[src/rtl/gost89_cfb_stream_ctrl_pkg.sv]
// Shared encodings and GOST 28147-89 round helpers
// for the CFB stream controller and its cores.
package gost89_cfb_stream_ctrl_pkg;

  localparam int BLK_W = 64;

  localparam logic MODE_ENC = 1'b0;
  localparam logic MODE_DEC = 1'b1;

  localparam logic [2:0] ST_IDLE  = 3'd0;
  localparam logic [2:0] ST_LDIV  = 3'd1;
  localparam logic [2:0] ST_WIN   = 3'd2;
  localparam logic [2:0] ST_LOAD  = 3'd3;
  localparam logic [2:0] ST_RUN   = 3'd4;
  localparam logic [2:0] ST_DRAIN = 3'd5;

  // Rounds 0..23 walk K0..K7 forward, 24..31 walk K7..K0.
  function automatic logic [2:0] key_idx(
    input logic [4:0] rnd
  );
    return (rnd[4:3] == 2'b11) ? ~rnd[2:0] : rnd[2:0];
  endfunction

  // Box j substitutes nibble j; entry v of box j is at bit (j*16+v)*4.
  function automatic logic [31:0] gost_f(
    input logic [31:0]  a,
    input logic [31:0]  k,
    input logic [511:0] sbox
  );
    logic [31:0] t;
    logic [31:0] s;
    t = a + k;
    s = '0;
    for (int j = 0; j < 8; j++) begin
      s[4*j +: 4] = sbox[{j[2:0], t[4*j +: 4], 2'b00} +: 4];
    end
    return {s[20:0], s[31:21]};
  endfunction

endpackage

[src/rtl/gost89_cfb_stream_ctrl_cores.sv]
// GOST 28147-89 CFB encrypt/decrypt cores, one round
// per cycle, 32 cycles per block.
module gost89_cfb_encrypt
  import gost89_cfb_stream_ctrl_pkg::*;
(
  input  logic             clk,
  input  logic             reset_n,
  input  logic             core_reset,
  input  logic             core_load,
  input  logic [BLK_W-1:0] core_in,
  input  logic [511:0]     sbox,
  input  logic [255:0]     key,
  output logic [BLK_W-1:0] out,
  output logic             busy
);

  logic [BLK_W-1:0] gamma;
  logic [BLK_W-1:0] din;
  logic [31:0]      n1;
  logic [31:0]      n2;
  logic [4:0]       rnd;
  logic [31:0]      k;
  logic [31:0]      n1_nx;
  logic [BLK_W-1:0] res;

  assign k     = key[{key_idx(rnd), 5'd0} +: 32];
  assign n1_nx = n2 ^ gost_f(n1, k, sbox);
  assign res   = {n1_nx, n1} ^ din;

  always_ff @(posedge clk or negedge reset_n) begin
    if (!reset_n) begin
      gamma <= '0;
      din   <= '0;
      n1    <= '0;
      n2    <= '0;
      rnd   <= '0;
      out   <= '0;
      busy  <= 1'b0;
    end else if (core_load) begin
      din  <= core_in;
      n1   <= gamma[31:0];
      n2   <= gamma[63:32];
      rnd  <= '0;
      busy <= 1'b1;
    end else if (core_reset) begin
      gamma <= core_in;
      busy  <= 1'b0;
    end else if (busy) begin
      n1  <= n1_nx;
      n2  <= n1;
      rnd <= rnd + 5'd1;
      if (rnd == 5'd31) begin
        busy  <= 1'b0;
        out   <= res;
        gamma <= res;
      end
    end
  end

endmodule

module gost89_cfb_decrypt
  import gost89_cfb_stream_ctrl_pkg::*;
(
  input  logic             clk,
  input  logic             reset_n,
  input  logic             core_reset,
  input  logic             core_load,
  input  logic [BLK_W-1:0] core_in,
  input  logic [511:0]     sbox,
  input  logic [255:0]     key,
  output logic [BLK_W-1:0] out,
  output logic             busy
);

  logic [BLK_W-1:0] gamma;
  logic [BLK_W-1:0] din;
  logic [31:0]      n1;
  logic [31:0]      n2;
  logic [4:0]       rnd;
  logic [31:0]      k;
  logic [31:0]      n1_nx;
  logic [BLK_W-1:0] res;

  assign k     = key[{key_idx(rnd), 5'd0} +: 32];
  assign n1_nx = n2 ^ gost_f(n1, k, sbox);
  assign res   = {n1_nx, n1} ^ din;

  always_ff @(posedge clk or negedge reset_n) begin
    if (!reset_n) begin
      gamma <= '0;
      din   <= '0;
      n1    <= '0;
      n2    <= '0;
      rnd   <= '0;
      out   <= '0;
      busy  <= 1'b0;
    end else if (core_load) begin
      din  <= core_in;
      n1   <= gamma[31:0];
      n2   <= gamma[63:32];
      rnd  <= '0;
      busy <= 1'b1;
    end else if (core_reset) begin
      gamma <= core_in;
      busy  <= 1'b0;
    end else if (busy) begin
      n1  <= n1_nx;
      n2  <= n1;
      rnd <= rnd + 5'd1;
      if (rnd == 5'd31) begin
        busy  <= 1'b0;
        out   <= res;
        // decrypt feeds the ciphertext back, not the result
        gamma <= din;
      end
    end
  end

endmodule

[src/rtl/gost89_cfb_stream_ctrl.sv]
// Session sequencer for the GOST 28147-89 CFB cores with a
// one-entry output buffer on the result stream.
module gost89_cfb_stream_ctrl
  import gost89_cfb_stream_ctrl_pkg::*;
#(
  parameter int CNT_W = 32
) (
  input  logic             clk,
  input  logic             reset_n,
  input  logic             start,
  input  logic             mode,
  input  logic [BLK_W-1:0] iv,
  input  logic             abort,
  input  logic [511:0]     sbox,
  input  logic [255:0]     key,
  input  logic             s_valid,
  output logic             s_ready,
  input  logic [BLK_W-1:0] s_data,
  input  logic             s_last,
  output logic             m_valid,
  input  logic             m_ready,
  output logic [BLK_W-1:0] m_data,
  output logic             m_last,
  output logic             sess_busy,
  output logic             sess_done,
  output logic [CNT_W-1:0] blk_count
);

  logic [2:0]       state;
  logic             mode_q;
  logic             last_q;
  logic [BLK_W-1:0] core_in;
  logic             core_reset;
  logic             core_load;
  logic [BLK_W-1:0] enc_out;
  logic [BLK_W-1:0] dec_out;
  logic             enc_busy;
  logic             dec_busy;
  logic [BLK_W-1:0] core_out;
  logic             core_busy;
  logic             drain;
  logic             capture;

  assign core_reset = (state == ST_IDLE) || (state == ST_LDIV);
  assign core_load  = (state == ST_LOAD);
  assign core_out   = (mode_q == MODE_DEC) ? dec_out : enc_out;
  assign core_busy  = (mode_q == MODE_DEC) ? dec_busy : enc_busy;
  assign s_ready    = (state == ST_WIN);
  assign drain      = m_valid & m_ready;
  // a draining buffer can take the new result in the same cycle
  assign capture    = (state == ST_RUN) && !core_busy
                      && (!m_valid || m_ready);

  gost89_cfb_encrypt u_enc (
    .clk        (clk),
    .reset_n    (reset_n),
    .core_reset (core_reset | (mode_q != MODE_ENC)),
    .core_load  (core_load & (mode_q == MODE_ENC)),
    .core_in    (core_in),
    .sbox       (sbox),
    .key        (key),
    .out        (enc_out),
    .busy       (enc_busy)
  );

  gost89_cfb_decrypt u_dec (
    .clk        (clk),
    .reset_n    (reset_n),
    .core_reset (core_reset | (mode_q != MODE_DEC)),
    .core_load  (core_load & (mode_q == MODE_DEC)),
    .core_in    (core_in),
    .sbox       (sbox),
    .key        (key),
    .out        (dec_out),
    .busy       (dec_busy)
  );

  always_ff @(posedge clk or negedge reset_n) begin
    if (!reset_n) begin
      state     <= ST_IDLE;
      mode_q    <= MODE_ENC;
      last_q    <= 1'b0;
      core_in   <= '0;
      m_valid   <= 1'b0;
      m_data    <= '0;
      m_last    <= 1'b0;
      sess_busy <= 1'b0;
      sess_done <= 1'b0;
      blk_count <= '0;
    end else if (abort) begin
      state     <= ST_IDLE;
      m_valid   <= 1'b0;
      m_data    <= '0;
      m_last    <= 1'b0;
      sess_busy <= 1'b0;
      sess_done <= 1'b0;
    end else begin
      sess_done <= 1'b0;
      if (drain) begin
        m_valid   <= 1'b0;
        blk_count <= blk_count + 1'b1;
      end
      if (capture) begin
        m_valid <= 1'b1;
        m_data  <= core_out;
        m_last  <= last_q;
      end
      case (state)
        ST_IDLE: begin
          if (start) begin
            mode_q    <= mode;
            core_in   <= iv;
            sess_busy <= 1'b1;
            blk_count <= '0;
            state     <= ST_LDIV;
          end
        end
        ST_LDIV: state <= ST_WIN;
        ST_WIN: begin
          if (s_valid) begin
            last_q  <= s_last;
            core_in <= s_data;
            state   <= ST_LOAD;
          end
        end
        ST_LOAD: state <= ST_RUN;
        ST_RUN: begin
          if (capture) begin
            state <= last_q ? ST_DRAIN : ST_WIN;
          end
        end
        ST_DRAIN: begin
          if (drain && m_last) begin
            sess_done <= 1'b1;
            sess_busy <= 1'b0;
            state     <= ST_IDLE;
          end
        end
        default: state <= ST_IDLE;
      endcase
    end
  end

endmodule

[config.mk]
export PLATFORM = sky130hd
export DESIGN_NAME = gost89_cfb_stream_ctrl
export DESIGN_NICKNAME = d
export VERILOG_FILES = /design/src/rtl/gost89_cfb_stream_ctrl_pkg.sv /design/src/rtl/gost89_cfb_stream_ctrl_cores.sv /design/src/rtl/gost89_cfb_stream_ctrl.sv
export SDC_FILE = /design/constraint.sdc
export NUM_CORES = 2
export LEC_CHECK = 0
export CAP_MARGIN = 20
export CORE_AREA = 5 5 392 394
export CTS_CLUSTER_SIZE = 12
export DETAILED_ROUTE_END_ITERATION = 10
export DIE_AREA = 0 0 397 399
export HOLD_SLACK_MARGIN = 0.15
export PLACE_DENSITY = 0.6
export SLEW_MARGIN = 20
export SYNTH_ARGS = -nofsm -noshare
export SYNTH_HDL_FRONTEND = slang
export SYNTH_HIERARCHICAL = 1
export SYNTH_SLANG_ARGS = --single-unit
[constraint.sdc]
create_clock -name clk -period 6.4 [get_ports clk]
set_input_delay 1.28 -clock clk [delete_from_list [all_inputs] [get_ports clk]]
set_output_delay 1.28 -clock clk [all_outputs]
set_load 0.03 [all_outputs]
==> flow_summary.toml <==
[run_status]
status = "finished, final reports clean"

[place]
dp_slack_ns = -0.2384
dp_hpwl_mm = 204.4
dpl-instance-area_um2 = 64610
gp_congestion = 1.000
portBuffers = 1004

[die]
fp.dieW_um = 397
start_util = 0.3348
pin_count = 1005
num_rows = 142
core-area_um2 = 149400
die_area_um2 = 158400
die_height_um = 399

[route]
drt-vias-per-instance = 5.837
ant_nets = 0
drt_iter0_markers = 4678
wire_per_inst_um = 32.20
drt-total-wl_mm = 254.7
drc = 0
drtPass1Iterations = 6
via_count = 46178

[power]
power_density_nw_per_um2 = 563.2
seqPwrFrac = 0.192
swShare = 0.4592
vdd_drop_max_uv = 499.2
intPower_mw = 20.51
fin_total_pwr_mw = 37.92
power_frac_comb = 0.685
power.switching_mw = 17.41
clkPwrFrac = 0.123
p_leak_nw = 27.54

[clocking]
clockBufferDepth = 3
htree_levels = 3
clkTransAtPathRegs_ns = 0.06
cts_tree = "built"
cts_setup_buffers = 0
cts.sink_count = 693
cts_buffers = 77
cts_root_buf = "clkbuf_16"
clk_latency_ns = 0.67
post_cts_hold_buffer_count = 0

[sta]
rsz0062_at_grt = "no"
setup_violations = 0
max_clock_freq_ghz = 0.1614
slew-limit-headroom = 0.2574
hold_violations = 0
drv_slew = 0
finalSetupTns_ns = 0
skew_ns = 0.02818
fin_crit_ns = 6.196
setup_slack_ns = 0.2041
tightest_slew_ns = 1.114
min_period_over_period = 0.9681

[global_routing]
grt-busiest-layer = "met2"
grt_pass1_vias = 45164
grt_pass1_wl_mm = 350.6
antenna_found_initial = 96
grtUsageMet2 = 0.5132
grt_use_met3 = 0.06418
grt.overflow.total = 0
gr-usage-all-layers = 0.3091
grt_max_degree = 207
use_met1 = 0.3787

[worst_setup_path]
r2r-end = "u_dec/out[40]"
reg2reg_depth = 20
critical_path_class = "flip-flop to flip-flop"
crit_path_top_delay_cell = "mux4_2"
crit_path_max_fanout = 21
r2r_setup_slack_ns = 0.20
cp.arrival_ns = 6.78
crit-reg2reg-launch = "u_dec/rnd[4]"
critPathTopFamily = "simple AND/OR/NAND/NOR gates"
startpoint_type = "flip-flop"
critical_path.most_common_cell = "nor4_1"
crit_buf_inv = 4
max_stage_delay_ns = 0.59
critPathRequiredTime_ns = 6.99
end_kind = "flip-flop"
path_cells = "nand2_1 > xor2_4 > buf_12 > mux4_2 > mux2_2 > ha_1 > buf_4 > and4_1 > nand2_1 > nor4_1 > o211ai_1 > and4b_1 > or3_1 > buf_4 > nor4_1 > nor4_2 > buf_4 > nor4_1 > nor4_1 > o211ai_1"

[synth]
yosysWarnings = 6
syn_avg_cell_area_um2 = 10.60
syn-num-nets = 5696
synth_edf_count = 0
ys_seq_area_frac = 0.3466
synth_area_um2 = 50030
ys_ff_latch = 693
async_reset_ff_frac = 1.000
yosys_most_used_dff = "dfrtp_1"
ys_types = 113
synthCells = 4721

[finish]
nNetsFinal = 6762
final_common_cell = "clkdlybuf4s50_1"
final_cell_area_um2 = 67330
final_cell_mix = "clkdlybuf4s50_1 (1003), dfrtp_1 (692), nand2_1 (450), mux2i_1 (436), nor2_1 (347)"
drive_above_1_share = 0.1890
areaGrowthSynthToFinish_pct = 34.59

[hold_path]
hold_start = "u_enc/out[32]"
hp-class = "flip-flop to flip-flop"
holdPathStages = 2
min_to = "u_enc/out[32]"

[job]
drv_cap = 0
## area by class of cell
class                      count  area [um2]
antenna                       58       145.1
multi-input combinational   3633       31360
tap                         2016        2522
clock buffer                 107        2183
clock inverter                22       376.6
sequential                   693       17350
timing repair buffer        1351       13290
inverter                      31       116.4
fill                       14027       82090
## worst min-delay path, delay by kind of cell, from the launching register on
kind / cells / cell delay, ns
flip-flops: 1 / 0.34
AND/OR/NAND/NOR: 2 / 0.10
## logic make-up (layout without fill, tap and decap cells)
| kind of cell | count (synthesis) | in the layout | share of synthesized area |
|---|---|---|---|
| flip-flops | 693 | 693 | 0.3466 |
| buffers and inverters | 395 | 1511 | 0.03389 |
| adder cells (fa/ha/maj) | 71 | 71 | 0.01806 |
| AO/OA/AOI/OAI | 1158 | 1158 | 0.1531 |
| multiplexers | 998 | 998 | 0.2927 |
| XOR/XNOR | 253 | 253 | 0.04857 |
| AND/OR/NAND/NOR | 1153 | 1153 | 0.1071 |
| other | 0 | 58 | 0 |
## worst max path at each step
stage	end	slack (ns)	from	cells past startpoint
after floorplan	u_dec/n1[23]	0.40	u_dec/rnd[4]	17
after global placement	u_enc/out[39]	-0.27	key[36]	21
after detailed placement	u_enc/gamma[39]	-0.24	key[192]	19
after CTS	u_enc/gamma[39]	0.15	u_enc/rnd[4]	22
after global routing	u_dec/out[39]	0.05	u_dec/rnd[3]	19
final	u_dec/out[40]	0.20	u_dec/rnd[4]	20
## cells in the mapped netlist, drive strengths merged (58+ instances only)
library cell	number	area, um2
o21ai	342	1727
a211oi	60	505.5
buf	121	664.4
a221oi	96	872.1
nand3	58	302.8
dfrtp	693	17340
nor2	356	1354
o2bb2ai	65	569.3
ha	69	863.3
xnor2	125	1162
xor2	119	1065
a21oi	289	1465
mux2i	436	4364
mux2	220	2477
clkbuf	243	914.6
mux4	342	7804
nand2	454	1714
## stage by stage
step / hold WS (ns) / instances / utilization
after floorplan: 0.4380 / 4721 / -
after global placement: 0.4529 / 7724 / 0.4324
after detailed placement: 0.4583 / 7724 / 0.4324
after CTS: 0.4706 / 7853 / 0.4495
after global routing: 0.4983 / 7895 / 0.4504
final: 0.4736 / 7911 / 0.4506
## flip-flops by register name (all words and copies together), names as in the netlist, 3 cells and up
signal / count
u_enc/rnd: 5
u_enc/gamma: 64
core_in: 64
m_data: 64
u_enc/n2: 32
blk_count: 32
state: 3
u_enc/out: 64
u_enc/n1: 32
u_dec/rnd: 5
u_dec/gamma: 64
u_dec/n2: 32
u_dec/out: 64
u_dec/n1: 32
u_dec/din: 64
u_enc/din: 64
## what timing repair did
action / CTS / global route
resized for setup: 0 / 2
endpoints found under the setup margin: 0 / 4
endpoints found under the hold margin: 0 / 0
## layer usage
| layer | wire, um | vias to the layer above |
|---|---|---|
| met4 | 14460 | 34 |
| met3 | 17260 | 489 |
| met5 | 205 | - |
| li1 | - | 20168 |
| met1 | 98850 | 23359 |
| met2 | 124000 | 2128 |
## power by group through the flow
stage | sequential, mW | clock (mW) | combinational [mW]
after floorplan | 6.39 | 0 | 15.7
after global placement | 7.32 | 0 | 25.5
after detailed placement | 7.35 | 0 | 25.7
after CTS | 7.28 | 4.76 | 25.8
after global routing | 7.40 | 4.92 | 27.4
final | 7.30 | 4.66 | 26.0
Power figures use the tool's default switching activity.
